## src/rtl/cmd_queue.sv

```systemverilog
// cmd_queue: command FIFO feeding the issuer. The host pushes commands. The
// issuer pops them with a held read request, or returns dependency-blocked
// commands with a held writeback request. One ack line answers both kinds.
// RESV slots are kept back from the host so a writeback always finds room.
//
// Ports:
//   i_clk, i_rstn              clock, asynchronous active-low reset
//   i_push, i_push_cmd         host write strobe and command
//   o_full, o_overflow         host push refused this cycle / sticky drop flag
//   i_rd                       issuer read request, held until ack
//   i_wb, i_wb_cmd             issuer writeback request (held) and command
//   o_ack                      one-cycle ack for either request
//   o_cmd                      last popped command, registered
//   o_empty, o_count           occupancy status
//
// Build option: define CMDQ_WB_HEAD_EN to insert writebacks at head-1, so a
// returned command is offered again first. Otherwise writebacks append at tail.

package cmd_pkg;
   typedef struct packed {
      logic [7:0]  id;
      logic [3:0]  op;
      logic [19:0] arg;
   } cmd_t;
endpackage

// purpose : host/issuer command FIFO with reserved writeback slots
// latency : ack one cycle after the request is sampled in IDLE; o_cmd updates with the ack
// backpr. : host sees o_full (pushes then dropped, flagged); issuer requests wait in IDLE
module cmd_queue
   import cmd_pkg::*;
#(
   parameter int DEPTH = 16,
   parameter int RESV  = 2
) (
   input  logic                     i_clk,
   input  logic                     i_rstn,
   input  logic                     i_push,
   input  cmd_t                     i_push_cmd,
   output logic                     o_full,
   output logic                     o_overflow,
   input  logic                     i_rd,
   input  logic                     i_wb,
   input  cmd_t                     i_wb_cmd,
   output logic                     o_ack,
   output cmd_t                     o_cmd,
   output logic                     o_empty,
   output logic [$clog2(DEPTH):0]   o_count
);

   localparam int AW = $clog2(DEPTH);
   localparam int CW = AW + 1;
   localparam logic [CW-1:0] HOST_LIMIT = CW'(DEPTH - RESV);
   localparam logic [CW-1:0] CAPACITY   = CW'(DEPTH);

   typedef enum logic [1:0] {
      IDLE = 2'd0,
      ACK  = 2'd1,
      HOLD = 2'd2
   } state_t;

   state_t          state_q, state_d;
   logic [AW-1:0]   head_q, tail_q;
   logic [CW-1:0]   count_q;
   cmd_t            mem [DEPTH];

   logic            wb_go, rd_go, push_go;

   // Arbitration happens only in IDLE; a writeback with room beats a read.
   // A read still proceeds when a pending writeback has no room to land.
   always_comb begin
      wb_go = (state_q == IDLE) && i_wb && (count_q < CAPACITY);
      rd_go = (state_q == IDLE) && !wb_go && i_rd && (count_q != '0);
   end

`ifdef CMDQ_WB_HEAD_EN
   // Writeback goes to head-1 and the host to tail; with the host capped at
   // DEPTH-RESV there are always two free slots, so the two never collide.
   assign o_full = (count_q >= HOST_LIMIT);
`else
   // Only one tail write per edge: a writeback being accepted blocks the host.
   assign o_full = (count_q >= HOST_LIMIT) || wb_go;
`endif

   assign push_go = i_push && !o_full;
   assign o_ack   = (state_q == ACK);
   assign o_empty = (count_q == '0);
   assign o_count = count_q;

   // Handshake FSM: HOLD waits for both requests to drop so a request that is
   // still held after its ack cannot be served twice.
   always_comb begin
      state_d = state_q;
      case (state_q)
         IDLE:    if (wb_go || rd_go) state_d = ACK;
         ACK:     state_d = HOLD;
         HOLD:    if (!i_rd && !i_wb) state_d = IDLE;
         default: state_d = IDLE;
      endcase
   end

   always_ff @(posedge i_clk or negedge i_rstn) begin
      if (!i_rstn) begin
         state_q    <= IDLE;
         head_q     <= '0;
         tail_q     <= '0;
         count_q    <= '0;
         o_cmd      <= '0;
         o_overflow <= 1'b0;
      end else begin
         state_q <= state_d;
         count_q <= count_q + CW'(wb_go) + CW'(push_go) - CW'(rd_go);
         if (i_push && o_full)
            o_overflow <= 1'b1;
         if (rd_go)
            o_cmd <= mem[head_q];
`ifdef CMDQ_WB_HEAD_EN
         if (wb_go)
            head_q <= head_q - 1'b1;
         else if (rd_go)
            head_q <= head_q + 1'b1;
         if (push_go)
            tail_q <= tail_q + 1'b1;
`else
         if (rd_go)
            head_q <= head_q + 1'b1;
         if (wb_go || push_go)
            tail_q <= tail_q + 1'b1;
`endif
      end
   end

   // Storage carries no reset; contents are only read behind a nonzero count.
`ifdef CMDQ_WB_HEAD_EN
   always_ff @(posedge i_clk) begin
      if (wb_go)
         mem[head_q - 1'b1] <= i_wb_cmd;
      if (push_go)
         mem[tail_q] <= i_push_cmd;
   end
`else
   always_ff @(posedge i_clk) begin
      if (wb_go)
         mem[tail_q] <= i_wb_cmd;
      else if (push_go)
         mem[tail_q] <= i_push_cmd;
   end
`endif

endmodule
```

## config.mk

```make
export PLATFORM = sky130hd
export DESIGN_NAME = cmd_queue
export DESIGN_NICKNAME = d
export VERILOG_FILES = /design/src/rtl/cmd_queue.sv
export SDC_FILE = /design/constraint.sdc
export NUM_CORES = 1
export LEC_CHECK = 0
export CORE_ASPECT_RATIO = 1.4
export CORE_MARGIN = 2
export CORE_UTILIZATION = 32
export CTS_CLUSTER_SIZE = 40
export DETAILED_ROUTE_END_ITERATION = 7
export SLEW_MARGIN = 20
export SYNTH_ARGS = -nofsm -noshare
export SYNTH_HDL_FRONTEND = slang
export SYNTH_SLANG_ARGS = --single-unit
```

## constraint.sdc

```tcl
create_clock -name i_clk -period 5.73 [get_ports i_clk]
set_clock_uncertainty 0.1 [all_clocks]
set_input_delay 1.146 -clock i_clk [delete_from_list [all_inputs] [get_ports i_clk]]
set_output_delay 1.146 -clock i_clk [all_outputs]
set_load 0.005 [all_outputs]
```

==> flow_metrics.tcl, run 1 <==
set metrics [dict create \
    clk_latency_ns 0.58 \
    hold_path_depth 1 \
    portBuffers 109 \
    ys_async_sr_fraction_pct 8.57 \
    timing.final.max_slew_violations 0 \
    root_buffer "clkbuf_16" \
    power_frac_comb_pct 29.3 \
    core_area_um2 67700 \
    grt_max_degree 82 \
    drive_above_1_share_pct 27.0 \
    area_growth_pct 17.7 \
    leakagePower_uw 0.00817 \
    power_frac_seq_pct 44.2 \
    cts.clk_slew.worst_paths_ns 0.06 \
    p_sw_uw 3780 \
    final.setup.tns_ns 0 \
    status "completed" \
    min_period_ns 4.02 \
    dieArea_um2 70300 \
    fin_cells 2027 \
    die_y_um 313 \
    grt_pass1_vias 11100 \
    peakVddDrop_v 0.000269 \
    end_kind "flip-flop" \
    power_density_nw_per_um2 486 \
    cts_tree "done" \
    htreeDepth 2 \
    hp-class "reg -> reg" \
    ys.flop_type "edfxtp_1" \
    yosysWarnings 0 \
    timing.rr.end "mem[7][26]$_DFFE_PP_" \
    viasPerCell 4.97 \
    slew_headroom_pct 28.9 \
    reg2reg_setup_slack_ns 2.05 \
    cts_setup_buffers 0 \
    reg2reg_depth 7 \
    wl_um 48400 \
    globalplace.congestion 0.715 \
    cts_hold_buf 0 \
    drcViolationCount 0 \
    min_from "o_overflow$_DFFE_PN0P_" \
    io_pins 110 \
    grt-ovfl-total 0 \
    wl_per_cell_um 23.9 \
    synth-edff-count 512 \
    cts_buffers 50 \
    p_sw_share_pct 30.3 \
    netlist_area_um2 21800 \
    rows 113 \
    initial_utilization_pct 32.2 \
    vias 10100 \
    cts_num_sinks 560 \
    drt_pass1_iterations 4 \
    rsz0062_at_grt "false" \
    setup_viol 0 \
    fin_nets 1209 \
    grt_pass1_wl_um 72600 \
    synthCells 995 \
    internal_power_uw 8700 \
    worstSetupPathType "in -> reg" \
    r2r-start "o_count[4]$_DFF_PN0_" \
    fmax_mhz 249 \
    utilization_pct 37.9 \
    dp_hpwl_um 28300 \
    whs_ns 0.402 \
    synthesis.nets 1079 \
    ys_ff_latch 560 \
    tightest_slew_ns 1.07 \
    dp_cells 1934 \
    antenna_cells 0 \
    hold_viol 0 \
    final_cell_mix "edfxtp_1, mux4_2, clkdlybuf4s50_1, clkbuf_16, dfrtp_1" \
    worstPathMaxFanout 18 \
    clock_power_share_pct 26.5 \
    holdPathEnd "o_overflow$_DFFE_PN0P_" \
    cp-start-kind "primary input" \
    clock_path_buffers 3 \
    drt_iter0_markers 806 \
    ys_types 34 \
    final_common_cell "edfxtp_1" \
    drt.antenna.violating_nets 0 \
    ctsResizeCount 0 \
    antenna_found_initial 0 \
    yosysSeqAreaShare_pct 76.0 \
    max_cap_violations 0 \
    grt_use_total_pct 13.9 \
    timing.final.crit_share_pct 70.2 \
    die_w_um 225 \
    cp.arrival_ns 4.17 \
    postSynthAreaPerCell_um2 21.9 \
    worst_ep_required_time_ns 5.87 \
]
==> worst max-delay path: stages <==
cell and delay [ns]:
clkdlybuf4s50_1 0.43, nor3b_1 0.18, o31ai_1 0.82, nand2_1 0.49, nor2_4 0.69, buf_4 0.40
==> how the worst max path moves through the flow <==
stage / from / end / slack, ns
after floorplan: i_wb / mem[3][0]$_DFFE_PP_ / 0.78
after global placement: i_wb / mem[7][4]$_DFFE_PP_ / 1.10
after detailed placement: i_wb / mem[7][30]$_DFFE_PP_ / 1.10
after CTS: i_wb / mem[7][4]$_DFFE_PP_ / 1.70
after global routing: i_wb / mem[7][4]$_DFFE_PP_ / 1.41
final: i_wb / mem[7][26]$_DFFE_PP_ / 1.71
==> area by class of cell <==
cell class,instances,area [um^2]
clock buffer,69,1350
clock inverter,23,243
fill,6008,42000
inverter,14,52.6
multi-input combinational,363,5030
sequential,560,16600
tap,862,1080
timing repair buffer,136,1340
==> metrics by stage <==
stage | instance area (um^2) | total power, uW | setup slack, ns
4_1_cts | 25700 | 12600 | 1.70
3_5_place_dp | 24100 | 9340 | 1.10
5_1_grt | 25700 | 13100 | 1.41
6_report | 25700 | 12500 | 1.71
2_1_floorplan | 21800 | 7990 | 0.775
3_3_place_gp | 24100 | 9260 | 1.10
==> layer usage <==
metal	up-vias	wire [um]	share of wire [%]	track usage [%]
li1	4402	-	-	-
met1	5391	19000	39	16.9
met2	227	26000	54	25.3
met3	64	2190	4.5	2.26
met4	0	1170	2.4	4.14
met5	-	0	0	0
==> cells in the mapped netlist, types with 5 or more instances <==
master	n	area (um^2)
inv_1	14	52.6
buf_1	9	33.8
clkbuf_1	27	101
dfrtp_1	48	1200
buf_6	5	56.3
mux2_2	33	372
o22ai_1	32	200
a221oi_2	30	450
xnor2_1	6	52.6
mux2i_1	32	320
mux4_2	128	2880
ha_1	13	163
edfxtp_1	512	15400
nor2_1	48	180
buf_2	17	85.1
nor3_1	5	25.0
nand2_1	7	26.3
==> cells by family after synthesis <==
group | Yosys count | share of synthesized area (%)
AOI/OAI and AO/OA | 73 | 3.33
xor gates and xnor gates | 9 | 0.361
adders and majority gates | 15 | 0.929
buffers and inverters | 72 | 1.51
DFF | 560 | 76.0
muxes | 193 | 16.4
and+or+nand+nor | 73 | 1.51
==> state kept, by name (all words and copies together) (netlist names) <==
signal,cells
o_count,5
mem,512
o_overflow,1
head_q,4
o_cmd,32
tail_q,4
state_q,2
==> power by group through the flow <==
stage	Sequential (uW)	Clock (uW)	Combinational (uW)
floorplan	5370	0	2620
global placement	5650	0	3620
detailed placement	5660	0	3680
CTS	5580	3380	3690
global route	5570	3520	3970
finish	5510	3310	3660
(Power assumes the default switching activity.)
==> run 2: changes to the inputs <==
==> constraint.sdc (replaced) <==
create_clock -name i_clk -period 4 [get_ports i_clk]
set_clock_uncertainty 0.1 [all_clocks]
set_input_delay 0.8 -clock i_clk [delete_from_list [all_inputs] [get_ports i_clk]]
set_output_delay 0.8 -clock i_clk [all_outputs]
set_load 0.005 [all_outputs]
==> run 2 against run 1 <==
  * Final area is 1.3% higher
  * Register-to-register slack worse by 0.92 ns
  * Global-route usage rose by 0.34 points
  * Sequential share of layout area down 0.81 points
  * Die area stayed put
  * Utilization increased by 0.48 points
  * Largest power group unchanged
==> flow_metrics.tcl, run 2 (same netlist as run 1, synthesis figures left out) <==
set metrics [dict create \
    dp_cells 1953 \
    timing.rr.end "o_cmd[21]$_DFFE_PN0P_" \
    cts_tree "done" \
    cpPeakStageDelay_ns 0.50 \
    place_area_um2 24300 \
    dieArea_um2 70300 \
    final.setup.tns_ns 0 \
    power_density_nw_per_um2 697 \
    antenna_found_initial 0 \
    cp.arrival_ns 2.34 \
    worst_ep_required_time_ns 3.10 \
    viasPerCell 5.06 \
    grt-ovfl-total 0 \
    grt_pass1_vias 11300 \
    cts_setup_buffers 0 \
    hold_viol 0 \
    min_period_ns 3.24 \
    core_area_um2 67700 \
    portBuffers 109 \
    pre_cts_slack_ns 0.362 \
    fin_cells 2049 \
    hp-class "in -> async" \
    antenna_cells 0 \
    clk_latency_ns 0.58 \
    status "completed" \
    die_w_um 225 \
    vias 10400 \
    cp-start-kind "primary input" \
    die_y_um 313 \
    ctsResizeCount 0 \
    globalplace.congestion 0.725 \
    area_growth_pct 19.2 \
    worstPathMaxFanout 3 \
    rsz0062_at_grt "false" \
    path_cells "clkdlybuf4s50_1 -> nor3b_1 -> or2_2 -> clkdlybuf4s50_1" \
    grt_max_degree 53 \
    drive_above_1_share_pct 28.6 \
    crit_buf_inv 2 \
    finalPower_uw 18100 \
    cpMaxStageDelayCell "clkdlybuf4s50_1" \
    drt.antenna.violating_nets 0 \
    max_cap_violations 0 \
    final_cell_mix "edfxtp_1, mux4_2, clkdlybuf4s50_1, clkbuf_16, dfrtp_1" \
    cts_buffers 51 \
    root_buffer "clkbuf_16" \
    worst_path_dominant_cell_family "buffers and inverters" \
    r2r-start "o_count[2]$_DFF_PN0_" \
    wl_per_cell_um 24.1 \
    layout_setup_ws_ns 0.761 \
    slew_headroom_pct 26.9 \
    rows 113 \
    timing.final.max_slew_violations 0 \
    timing.final.crit_share_pct 81.0 \
    cts.clk_slew.worst_paths_ns 0.07 \
    setup_viol 0 \
    dp_hpwl_um 27800 \
    final_area_um2 26000 \
    initial_utilization_pct 32.2 \
    fmax_mhz 309 \
    clock_path_buffers 3 \
    peakVddDrop_v 0.000341 \
    final_common_cell "edfxtp_1" \
    crit_top_cell "clkdlybuf4s50_1" \
    end_kind "output pin" \
    drcViolationCount 0 \
    regMostFlops "mem" \
    leakagePower_uw 0.00834 \
    htreeDepth 2 \
    cts_hold_buf 0 \
    fin_nets 1228 \
    wl_um 49300 \
    worstSetupPathType "in -> out" \
    reg2reg_setup_slack_ns 1.13 \
    grt_use_total_pct 14.3 \
    largest_reg_flops 512 \
    drt_pass1_iterations 7 \
    reg2reg_depth 7 \
    tightest_slew_ns 1.10 \
    io_pins 110 \
    grt_pass1_wl_um 73800 \
    drt_iter0_markers 685 \
    cts_num_sinks 560 \
]
-- run 2: cell count changes in the layout (fill, tap and decap cells not counted), sizes merged --
cell / before / now
clkinvlp: 1 / 2
buf: 28 / 46
clkbuf: 69 / 76
inv: 19 / 16
clkinv: 13 / 12
-- run 2: per-stage QoR --
step	hold WS (ns)	utilization, %
finish	0.173	38.4
global route	0.206	38.4
CTS	0.187	38.4
detailed placement	0.347	35.9
global placement	0.342	35.9
floorplan	0.351	-
-- run 2: worst max path at each step --
stage | start | to | cells past startpoint
floorplan | i_wb | mem[15][0]$_DFFE_PP_ | 4
global placement | i_wb | o_count[4]$_DFF_PN0_ | 13
detailed placement | i_wb | o_count[4]$_DFF_PN0_ | 13
CTS | i_wb | o_full | 4
global route | i_wb | o_full | 4
finish | i_wb | o_full | 4
-- run 2: cell type report --
class                           instances  area, um^2
Clock inverter                         20         224
Clock buffer                           76        1480
Sequential cell                       560       16600
Multi-Input combinational cell        363        5050
Fill cell                            5960       41700
Tap cell                              862        1080
Inverter                               14        52.6
Timing Repair Buffer                  154        1520
-- run 2: metal layers --
metal	part of all wire, %	vias to the layer above	track usage, %
met4	2.6	0	4.58
li1	-	4448	-
met1	39	5583	17.1
met3	4.0	83	1.80
met2	54	258	26.5
met5	0	-	0
-- run 2: report_power, final --
| part | leakage [uW] | internal, uW | switching, uW |
|---|---|---|---|
| Sequential | 0.00515 | 7360 | 562 |
| Clock | 0.000834 | 2840 | 2100 |
| Combinational | 0.00236 | 2510 | 2760 |
-- run 2: worst register-to-register path, delay by kind of cell, from the launching register on --
family                     cells  cell delay (ns)
and+or+nand+nor                3             1.30
buffers and inverters          2             0.56
DFF                            1             0.40
adders and majority gates      1             0.19
AOI/OAI and AO/OA              1             0.17
